## src/rtl/single_mem_arbiter_pkg.sv

```systemverilog
// Shared types and constants for the two-port single-RAM arbiter.
package mem_arb_pkg;

  typedef enum logic [1:0] {
    IDLE  = 2'd0,
    ISSUE = 2'd1,
    DONE  = 2'd2
  } arb_state_t;

  localparam logic PORT_A = 1'b0;
  localparam logic PORT_B = 1'b1;

  // Block RAM read data appears one clock after the enable cycle.
  localparam int unsigned RD_LAT = 1;

endpackage

```

## src/rtl/single_mem_arbiter_if.sv

```systemverilog
// Requester handshake bus and RAM bus of the single-RAM arbiter.
interface mem_arb_req_if #(
  parameter int unsigned ADDR_W = 10,
  parameter int unsigned DATA_W = 8
);
  import mem_arb_pkg::*;

  logic              req;
  logic              we;
  logic [ADDR_W-1:0] addr;
  logic [DATA_W-1:0] wdata;
  logic              gnt;
  logic              rvalid;
  logic [DATA_W-1:0] rdata;

  modport master (output req, we, addr, wdata, input gnt, rvalid, rdata);
  modport slave  (input req, we, addr, wdata, output gnt, rvalid, rdata);
endinterface

interface mem_arb_ram_if #(
  parameter int unsigned ADDR_W = 10,
  parameter int unsigned DATA_W = 8
);
  import mem_arb_pkg::*;

  logic              en;
  logic              we;
  logic [ADDR_W-1:0] addr;
  logic [DATA_W-1:0] wdata;
  logic [DATA_W-1:0] rdata;

  modport master (output en, we, addr, wdata, input rdata);
  modport slave  (input en, we, addr, wdata, output rdata);
endinterface

```

## src/rtl/single_mem_arbiter_slot_tick_gen.sv

```systemverilog
// Free-running slot counter; slot_start marks the first clock of each slot.
module slot_tick_gen
  import mem_arb_pkg::*;
#(
  parameter int unsigned SLOT_CYC = 4
) (
  input  logic clk_100Mhz,
  input  logic Reset,
  output logic slot_start
);

  localparam int unsigned CNT_W = $clog2(SLOT_CYC);
  localparam logic [CNT_W-1:0] CNT_MAX = CNT_W'(SLOT_CYC - 1);

  logic [CNT_W-1:0] cnt;

  // Count 0..SLOT_CYC-1; slot_start is registered so it equals (cnt == 0).
  always_ff @(posedge clk_100Mhz) begin
    if (Reset) begin
      cnt        <= '0;
      slot_start <= 1'b1;
    end else if (cnt == CNT_MAX) begin
      cnt        <= '0;
      slot_start <= 1'b1;
    end else begin
      cnt        <= cnt + CNT_W'(1);
      slot_start <= 1'b0;
    end
  end

endmodule

```

## src/rtl/single_mem_arbiter.sv

```systemverilog
// Round-robin arbiter sharing one single-port RAM between requesters A and B.
module single_mem_arbiter
  import mem_arb_pkg::*;
#(
  parameter int unsigned ADDR_W   = 10,
  parameter int unsigned DATA_W   = 8,
  parameter int unsigned SLOT_CYC = 4
) (
  input  logic          clk_100Mhz,
  input  logic          Reset,
  mem_arb_req_if.slave  a_port,
  mem_arb_req_if.slave  b_port,
  mem_arb_ram_if.master ram,
  output logic          busy
);

  // The FSM needs three clocks per access, and the DONE cycle assumes RD_LAT = 1.
  if (SLOT_CYC < 3 || SLOT_CYC > 16) begin : g_bad_slot
    $error("SLOT_CYC must be in 3..16");
  end
  if (RD_LAT != 1) begin : g_bad_lat
    $error("arbiter assumes a one-clock RAM read latency");
  end

  arb_state_t        state;
  logic              slot_start;
  logic              last_gnt;
  logic              win_q;
  logic              we_q;
  logic              win_c;
  logic              mem_en_q;
  logic              mem_we_q;
  logic [ADDR_W-1:0] mem_addr_q;
  logic [DATA_W-1:0] mem_wdata_q;
  logic              a_gnt_q;
  logic              b_gnt_q;
  logic              a_rvalid_q;
  logic              b_rvalid_q;
  logic [DATA_W-1:0] a_rdata_q;
  logic [DATA_W-1:0] b_rdata_q;

  slot_tick_gen #(
    .SLOT_CYC (SLOT_CYC)
  ) u_tick (
    .clk_100Mhz (clk_100Mhz),
    .Reset      (Reset),
    .slot_start (slot_start)
  );

  // Winner: sole requester, or on a tie the port that was not granted last.
  always_comb begin
    win_c = PORT_A;
    if (a_port.req && b_port.req) begin
      win_c = ~last_gnt;
    end else if (b_port.req) begin
      win_c = PORT_B;
    end
  end

  // Arbitration FSM with registered RAM, grant and read-valid outputs.
  always_ff @(posedge clk_100Mhz) begin
    if (Reset) begin
      state       <= IDLE;
      last_gnt    <= PORT_B;
      win_q       <= PORT_A;
      we_q        <= 1'b0;
      mem_en_q    <= 1'b0;
      mem_we_q    <= 1'b0;
      mem_addr_q  <= '0;
      mem_wdata_q <= '0;
      a_gnt_q     <= 1'b0;
      b_gnt_q     <= 1'b0;
      a_rvalid_q  <= 1'b0;
      b_rvalid_q  <= 1'b0;
      a_rdata_q   <= '0;
      b_rdata_q   <= '0;
      busy        <= 1'b0;
    end else begin
      mem_en_q   <= 1'b0;
      mem_we_q   <= 1'b0;
      a_gnt_q    <= 1'b0;
      b_gnt_q    <= 1'b0;
      a_rvalid_q <= 1'b0;
      b_rvalid_q <= 1'b0;
      case (state)
        IDLE: begin
          if (slot_start && (a_port.req || b_port.req)) begin
            state       <= ISSUE;
            busy        <= 1'b1;
            win_q       <= win_c;
            last_gnt    <= win_c;
            we_q        <= (win_c == PORT_B) ? b_port.we    : a_port.we;
            mem_en_q    <= 1'b1;
            mem_we_q    <= (win_c == PORT_B) ? b_port.we    : a_port.we;
            mem_addr_q  <= (win_c == PORT_B) ? b_port.addr  : a_port.addr;
            mem_wdata_q <= (win_c == PORT_B) ? b_port.wdata : a_port.wdata;
            a_gnt_q     <= (win_c == PORT_A);
            b_gnt_q     <= (win_c == PORT_B);
          end
        end
        ISSUE: begin
          state      <= DONE;
          a_rvalid_q <= !we_q && (win_q == PORT_A);
          b_rvalid_q <= !we_q && (win_q == PORT_B);
        end
        DONE: begin
          state <= IDLE;
          busy  <= 1'b0;
          if (a_rvalid_q) a_rdata_q <= ram.rdata;
          if (b_rvalid_q) b_rdata_q <= ram.rdata;
        end
        default: begin
          state <= IDLE;
          busy  <= 1'b0;
        end
      endcase
    end
  end

  // RAM data arrives in DONE, so it passes straight through while rvalid is high.
  assign a_port.rdata  = a_rvalid_q ? ram.rdata : a_rdata_q;
  assign b_port.rdata  = b_rvalid_q ? ram.rdata : b_rdata_q;
  assign a_port.gnt    = a_gnt_q;
  assign b_port.gnt    = b_gnt_q;
  assign a_port.rvalid = a_rvalid_q;
  assign b_port.rvalid = b_rvalid_q;
  assign ram.en        = mem_en_q;
  assign ram.we        = mem_we_q;
  assign ram.addr      = mem_addr_q;
  assign ram.wdata     = mem_wdata_q;

endmodule

```

## src/flat_wrapper.sv

```systemverilog
// flat-port wrapper written by rule: the top's interface ports become plain ports
module single_mem_arbiter_flat import mem_arb_pkg::*;
#(
  parameter int unsigned ADDR_W   = 10,
  parameter int unsigned DATA_W   = 8,
  parameter int unsigned SLOT_CYC = 4
)
  (clk_100Mhz, Reset, busy, a_port_req, a_port_we, a_port_addr, a_port_wdata, a_port_gnt, a_port_rvalid, a_port_rdata, b_port_req, b_port_we, b_port_addr, b_port_wdata, b_port_gnt, b_port_rvalid, b_port_rdata, ram_en, ram_we, ram_addr, ram_wdata, ram_rdata);
  mem_arb_req_if #(.ADDR_W(ADDR_W), .DATA_W(DATA_W)) a_port_i ();
  mem_arb_req_if #(.ADDR_W(ADDR_W), .DATA_W(DATA_W)) b_port_i ();
  mem_arb_ram_if #(.ADDR_W(ADDR_W), .DATA_W(DATA_W)) ram_i ();
  input  logic clk_100Mhz;
  input  logic Reset;
  output logic busy;
  input wire logic [$bits(a_port_i.req)-1:0] a_port_req;
  input wire logic [$bits(a_port_i.we)-1:0] a_port_we;
  input wire logic [$bits(a_port_i.addr)-1:0] a_port_addr;
  input wire logic [$bits(a_port_i.wdata)-1:0] a_port_wdata;
  output wire logic [$bits(a_port_i.gnt)-1:0] a_port_gnt;
  output wire logic [$bits(a_port_i.rvalid)-1:0] a_port_rvalid;
  output wire logic [$bits(a_port_i.rdata)-1:0] a_port_rdata;
  input wire logic [$bits(b_port_i.req)-1:0] b_port_req;
  input wire logic [$bits(b_port_i.we)-1:0] b_port_we;
  input wire logic [$bits(b_port_i.addr)-1:0] b_port_addr;
  input wire logic [$bits(b_port_i.wdata)-1:0] b_port_wdata;
  output wire logic [$bits(b_port_i.gnt)-1:0] b_port_gnt;
  output wire logic [$bits(b_port_i.rvalid)-1:0] b_port_rvalid;
  output wire logic [$bits(b_port_i.rdata)-1:0] b_port_rdata;
  output wire logic [$bits(ram_i.en)-1:0] ram_en;
  output wire logic [$bits(ram_i.we)-1:0] ram_we;
  output wire logic [$bits(ram_i.addr)-1:0] ram_addr;
  output wire logic [$bits(ram_i.wdata)-1:0] ram_wdata;
  input wire logic [$bits(ram_i.rdata)-1:0] ram_rdata;
  assign a_port_i.req = a_port_req;
  assign a_port_i.we = a_port_we;
  assign a_port_i.addr = a_port_addr;
  assign a_port_i.wdata = a_port_wdata;
  assign a_port_gnt = a_port_i.gnt;
  assign a_port_rvalid = a_port_i.rvalid;
  assign a_port_rdata = a_port_i.rdata;
  assign b_port_i.req = b_port_req;
  assign b_port_i.we = b_port_we;
  assign b_port_i.addr = b_port_addr;
  assign b_port_i.wdata = b_port_wdata;
  assign b_port_gnt = b_port_i.gnt;
  assign b_port_rvalid = b_port_i.rvalid;
  assign b_port_rdata = b_port_i.rdata;
  assign ram_en = ram_i.en;
  assign ram_we = ram_i.we;
  assign ram_addr = ram_i.addr;
  assign ram_wdata = ram_i.wdata;
  assign ram_i.rdata = ram_rdata;
  single_mem_arbiter #(.ADDR_W(ADDR_W), .DATA_W(DATA_W), .SLOT_CYC(SLOT_CYC)) u_core (.clk_100Mhz(clk_100Mhz), .Reset(Reset), .a_port(a_port_i), .b_port(b_port_i), .ram(ram_i), .busy(busy));
endmodule
```

## config.mk

```make
export PLATFORM = sky130hd
export DESIGN_NAME = single_mem_arbiter_flat
export DESIGN_NICKNAME = d
export VERILOG_FILES = /design/src/rtl/single_mem_arbiter_pkg.sv /design/src/rtl/single_mem_arbiter_if.sv /design/src/rtl/single_mem_arbiter_slot_tick_gen.sv /design/src/rtl/single_mem_arbiter.sv /design/src/flat_wrapper.sv
export SDC_FILE = /design/constraint.sdc
export NUM_CORES = 1
export LEC_CHECK = 0
export CAP_MARGIN = 20
export CELL_PAD_IN_SITES_DETAIL_PLACEMENT = 0
export CELL_PAD_IN_SITES_GLOBAL_PLACEMENT = 2
export CORE_MARGIN = 4
export CORE_UTILIZATION = 22
export CTS_BUF_LIST = sky130_fd_sc_hd__clkbuf_8
export DETAILED_ROUTE_END_ITERATION = 8
export PLACE_DENSITY = 0.83
export SYNTH_ARGS = -nofsm -noshare
export SYNTH_HDL_FRONTEND = slang
export SYNTH_HIERARCHICAL = 1
export SYNTH_SLANG_ARGS = --single-unit
```

## constraint.sdc

```tcl
create_clock -name clk_100Mhz -period 1.06 [get_ports clk_100Mhz]
set_input_delay 0.265 -clock clk_100Mhz [delete_from_list [all_inputs] [get_ports clk_100Mhz]]
set_output_delay 0.265 -clock clk_100Mhz [all_outputs]
set_load 0.02 [all_outputs]
```

# == Word level (Yosys, flattened, before mapping) ==
# Cells that the tools add are included.
# word_totals
reg_bits,49
output_inout_bits,41
wordCells,54
# op_classes
addsub,1
eq_ne,4
n_mux,13
bitwise,6
reduce_logical,13
# ops
operator,count
2-to-1 mux 8 bit,3
2-to-1 mux 10 bit,1
2-to-1 mux 1 bit,6
inverter 1 bit,6
OR reduction 2 bit,3
== test 2 bit (second input constant),2
logical AND 1 bit,4
one-hot mux 2 bit (2 select lines),1
AND reduction 2 bit,2
OR reduction 3 bit,1
adder 2 x 1 -> 2 bit (second input constant),1
== test 2 x 1 -> 1 bit (second input constant),1
logical NOT 2 bit,1
2-to-1 mux 2 bit,1
!= test 2 x 1 -> 1 bit (second input constant),1
one-hot mux 1 bit (2 select lines),1
logical NOT 1 bit,1
logical OR 1 bit,1

# == Depth between registers and ports, before layout ==
# logic_depth
depth_word,4
depth_mapped,5
depth_no_buf,3

# == By module ==
# Netlist, hierarchy kept.
# by_module_without_submodules
mod,n_inst,cells_per_inst,area_per_inst_um2
single_mem_arbiter,1,208,1936.9
slot_tick_gen,1,7,91.3

# == Least setup slack after synthesis ==
# OpenSTA, ideal clock, no wires.
# synth_timing
kind,reg-to-reg
startpoint,"register u_core.a_rvalid_q, in the netlist u_core/a_port.rvalid"
endpoint,register u_core.a_rdata_q[2]
setup_time_ns,0.128
arrival_time_ns,1.231
required_ns,0.932
slack_ns,-0.298
stages_incl_launch_ff,5
n_path_buf,1
cell_sequence,dfxtp_1 buf_2 mux2_2 mux2i_1 nor2_1
# synth_between
elab_chain_cells,1
# synth_lines
element,line,text
"start, declared",single_mem_arbiter.sv:37,logic a_rvalid_q;
"start signal, assigned",single_mem_arbiter.sv:103,a_rvalid_q <= !we_q && (win_q == PORT_A);
2-to-1 mux 8 bit,n/a,
net a_port_rdata[2],flat_wrapper.sv:21,output wire logic [$bits(a_port_i.rdata)-1:0] a_port_rdata;
"end signal, assigned",single_mem_arbiter.sv:109,if (a_rvalid_q) a_rdata_q <= ram.rdata;
"end, declared",single_mem_arbiter.sv:39,logic [DATA_W-1:0] a_rdata_q;
# The timed path passes the listed nets, and every way through them passes these cells.
# A chain may end at the register's enable or synchronous reset.

# == Worst setup path after layout ==
# layout_timing
startpoint,"register u_core.b_rvalid_q, in the netlist u_core/b_port.rvalid"
endpoint,output b_port_rdata[1]
# layout_between
elab_chain_cells,1
# layout_lines
element,line,text
"start, declared",single_mem_arbiter.sv:38,logic b_rvalid_q;
"start signal, assigned",single_mem_arbiter.sv:104,b_rvalid_q <= !we_q && (win_q == PORT_B);
2-to-1 mux 8 bit,single_mem_arbiter.sv:122,assign b_port.rdata = b_rvalid_q ? ram.rdata : b_rdata_q;
"end, declared",flat_wrapper.sv:28,output wire logic [$bits(b_port_i.rdata)-1:0] b_port_rdata;
# Every way passes these cells.

==> run_results.csv <==
group,metric,value,unit
global_routing,grt_busiest_layer,"met2",
global_routing,met3_usage,4.16,%
cts,cts_hold_buf,0,
cts,cts_tree,"done",
timing,postLayoutSetupSlackWorst,-500,ps
cts,clk_latency,300,ps
synthesis,synth-adder-area-share,0.617,%
synthesis,synth_nets,266,
routing,remaining_drc_errors,0,
timing,max_freq,0.641,GHz
synthesis,synth-simple-area-share,17.9,%
synthesis,ys_top_cells_by_count,"nand2_1 (55), dfxtp_1 (49), nor2_1 (21)",
status,violations,"setup timing",
worst_setup_path,cp-end-kind,"primary output",
routing,ant_nets,0,
synthesis,synthDistinctLibCells,25,
global_routing,antenna_found_initial,0,
global_routing,grt_usage,11.3,%
worst_setup_path,crit_chain,"buf_12 -> mux2_4 -> buf_6",
timing,hold_viol,0,
global_routing,grt_pass1_wl,10.1,mm
worst_hold_path,hold_start,"u_core/win_q",
cts,cts_root_buffer,"clkbuf_8",
cells_and_area,nFillCells,851,
routing,dr.first_iter.drc_count,50,
status,status,"finished, violations left",
timing,slew_headroom,86.4,%
run,maxCapViolations,0,
routing,vias,2007,
worst_setup_path,path_delay_family,"flip-flops",
floorplan,core_area,0.00885,mm²
worst_setup_path,max_stage_delay,440,ps
timing,fin_worst_skew,7.35,ps
cts,numCtsBuffers,5,
power,cellLeakagePower,1.56,nW
cells_and_area,seq_area,0.00102,mm²
cells_and_area,fin_nets,388,
global_routing,grt_use_met2,19.3,%
place,dp_hpwl,4.42,mm
power,fin_total_pwr,0.00456,W
global_routing,grt_start_max_net_pins,19,
cells_and_area,area_growth,85.8,%
cells_and_area,num_antenna_cells,0,
floorplan,initial_core_util,22.9,%
synthesis,yosysTopAreaCellShare,48.4,%
power,peakVddDrop,0.000643,V
synthesis,synth_compound_gate_area_share,10.4,%
routing,via_per_inst,4.50,
timing,finalSetupViolations,55,
timing,holdWs,428,ps
worst_setup_path,timing.rr.start,"u_core/a_port.rvalid",
worst_hold_path,hold_path_depth,1,
cts,cts_buffer_depth,2,
global_routing,use_met1,13.6,%
worst_setup_path,cp.depth,3,
worst_setup_path,rr_worst_depth,5,
synthesis,synth.most_common_cell,"nand2_1",
place,place_ws,-736,ps
synthesis,synth_xor_area_share,0,%
worst_setup_path,worst-path-buf-inv,2,
synthesis,synth-seq-cells,49,
timing,rsz0062_at_grt,"yes",
cells_and_area,multi_input_area,0.00111,mm²
routing,drt-wirelength-per-cell,14.5,µm
synthesis,synth_mux_area_share,17.3,%
synthesis,synth_area,0.00203,mm²
synthesis,synth_edf_count,0,
synthesis,avgSynthCellArea,9.43,µm²
cts,clock_sinks,49,
worst_setup_path,arrival,1290,ps
synthesis,synth_ff_type,"dfxtp_1",
synthesis,async_flop_share,0,%
floorplan,fp.dieH,104,µm
synthesis,synthCells,215,
worst_setup_path,crit_start,"u_core/b_port.rvalid",
timing,period_needed,1560,ps
floorplan,dieArea,0.0108,mm²
floorplan,die_x,104,µm
worst_setup_path,required,790,ps
timing,fin_crit_sh,147,%
synthesis,yosysTopAreaCell,"dfxtp_1",
synthesis,synth_top_family_by_area,"simple AND/OR/NAND/NOR gates",
timing,final_max_slew_viol_count,0,
routing,wirelength,6.46,mm
worst_setup_path,path_class,"flop to primary output",
cts,clk_pin_slew,90,ps
global_routing,gr-total-overflow,0,
synthesis,synth.yosys.seq_area_share,48.4,%
worst_setup_path,start_kind,"flop",
floorplan,std_cell_rows,34,
worst_setup_path,critical-path-slowest-cell,"dfxtp_4",
global_routing,grt_pass1_vias,2064,
worst_hold_path,hp-class,"flop to flop",
floorplan,ios,91,
worst_setup_path,path_max_fanout,7,
place,gp_congestion,0.699,
cells_and_area,drive_above_1_share,42.9,%
timing,worst_pin_slew,200,ps
routing,first_pass_iters,4,
synthesis,synth_area_leaders,"dfxtp_1 (48%), nand2_1 (10%), mux2_2 (8.9%)",
cts,htree_levels,2,
synthesis,ys_warn_count,6,
power,power.density,1210,mW/mm²
place,port_buffers,90,
[repair_timing]
action | CTS | global route
setup endpoints to repair | 86 | 81
gates cloned | 2 | 1
gates resized for setup | 258 | 59
buffers inserted | 12 | 5
endpoints found under the hold margin | 0 | 0
pin swaps | 6 | 9
[sequential cells by signal (all words and copies together) (netlist names)]
register and cells:
u_core/ram.wdata 8, u_core/u_tick/slot_start 1, u_core/b_rdata_q 8, u_core/b_port.rvalid 1, u_core/ram.addr 10, u_core/last_gnt 1
u_core/busy 1, u_core/a_port.rvalid 1, u_core/win_q 1, u_core/state 2, u_core/ram.we 1, u_core/a_rdata_q 8
u_core/u_tick/cnt 2, u_core/ram.en 1, u_core/a_port.gnt 1, u_core/b_port.gnt 1, u_core/we_q 1
[cell families after synthesis]
| logic type | Yosys count |
|---|---|
| buffers and inverters | 21 |
| muxes | 33 |
| DFF | 49 |
| adders and majority gates | 1 |
| AOI/OAI and AO/OA | 24 |
| and+or+nand+nor | 87 |
[path summary, 6_finish.rpt]
path | to | slack (ps)
max | b_port_rdata[1] | -500
min | u_core/a_port.rvalid | 430
max reg2reg | u_core/a_rdata_q[7] | -190
min reg2reg | u_core/a_port.rvalid | 430
[routing by layer]
layer | part of all wire [%] | vias up
met5 | 0 | -
met2 | 46 | 68
met4 | 1.0 | 0
met3 | 7.8 | 6
li1 | - | 980
met1 | 45 | 953
[layout make-up]
| class | instances | area share [%] |
|---|---|---|
| sequential | 49 | 27.1 |
| inverter | 7 | 0.697 |
| multi-input combinational | 145 | 29.6 |
| tap | 108 | 3.59 |
| clock buffer | 5 | 1.83 |
| timing repair buffer | 129 | 36.2 |
| clock inverter | 3 | 1.03 |
[cell usage in the layout, fill, tap and decap left out, drive strengths merged]
cell	count
ha	1
bufinv	1
a32oi	18
nor3b	2
clkbuf	6
clkdlybuf4s15	1
nor3	3
or2	1
dfxtp	49
clkdlybuf4s50	46
dlygate4sd2	2
mux2i	17
nor2	21
or4b	1
o21a	1
a21boi	1
nor2b	3
clkinv	2
inv	7
o211ai	1
nand2	55
buf	79
nand3b	1
mux2	16
a21bo	1
o32ai	2
[worst register-to-register path, delay by kind of cell (launching register included)]
kind,cells,cell delay (ps)
buffers and inverters,2,250
flip-flops,1,400
multiplexers,2,450
AND/OR/NAND/NOR,1,60
[where the power goes]
group | switching (W) | internal [W]
Sequential | 0.0000846 | 0.00199
Combinational | 0.000516 | 0.000655
Clock | 0.000626 | 0.000692
Total | 0.00123 | 0.00333
[through the flow]
step | utilization (%) | setup TNS (ps) | instance area [µm²] | instances
floorplan | - | -2540 | 2140 | 215
global placement | 36.5 | -35280 | 3230 | 420
detailed placement | 36.5 | -36160 | 3230 | 420
CTS | 40.0 | -13280 | 3540 | 442
global route | 42.6 | -14920 | 3770 | 446
finish | 42.6 | -11590 | 3770 | 446
Power figures use the tool's default switching activity.
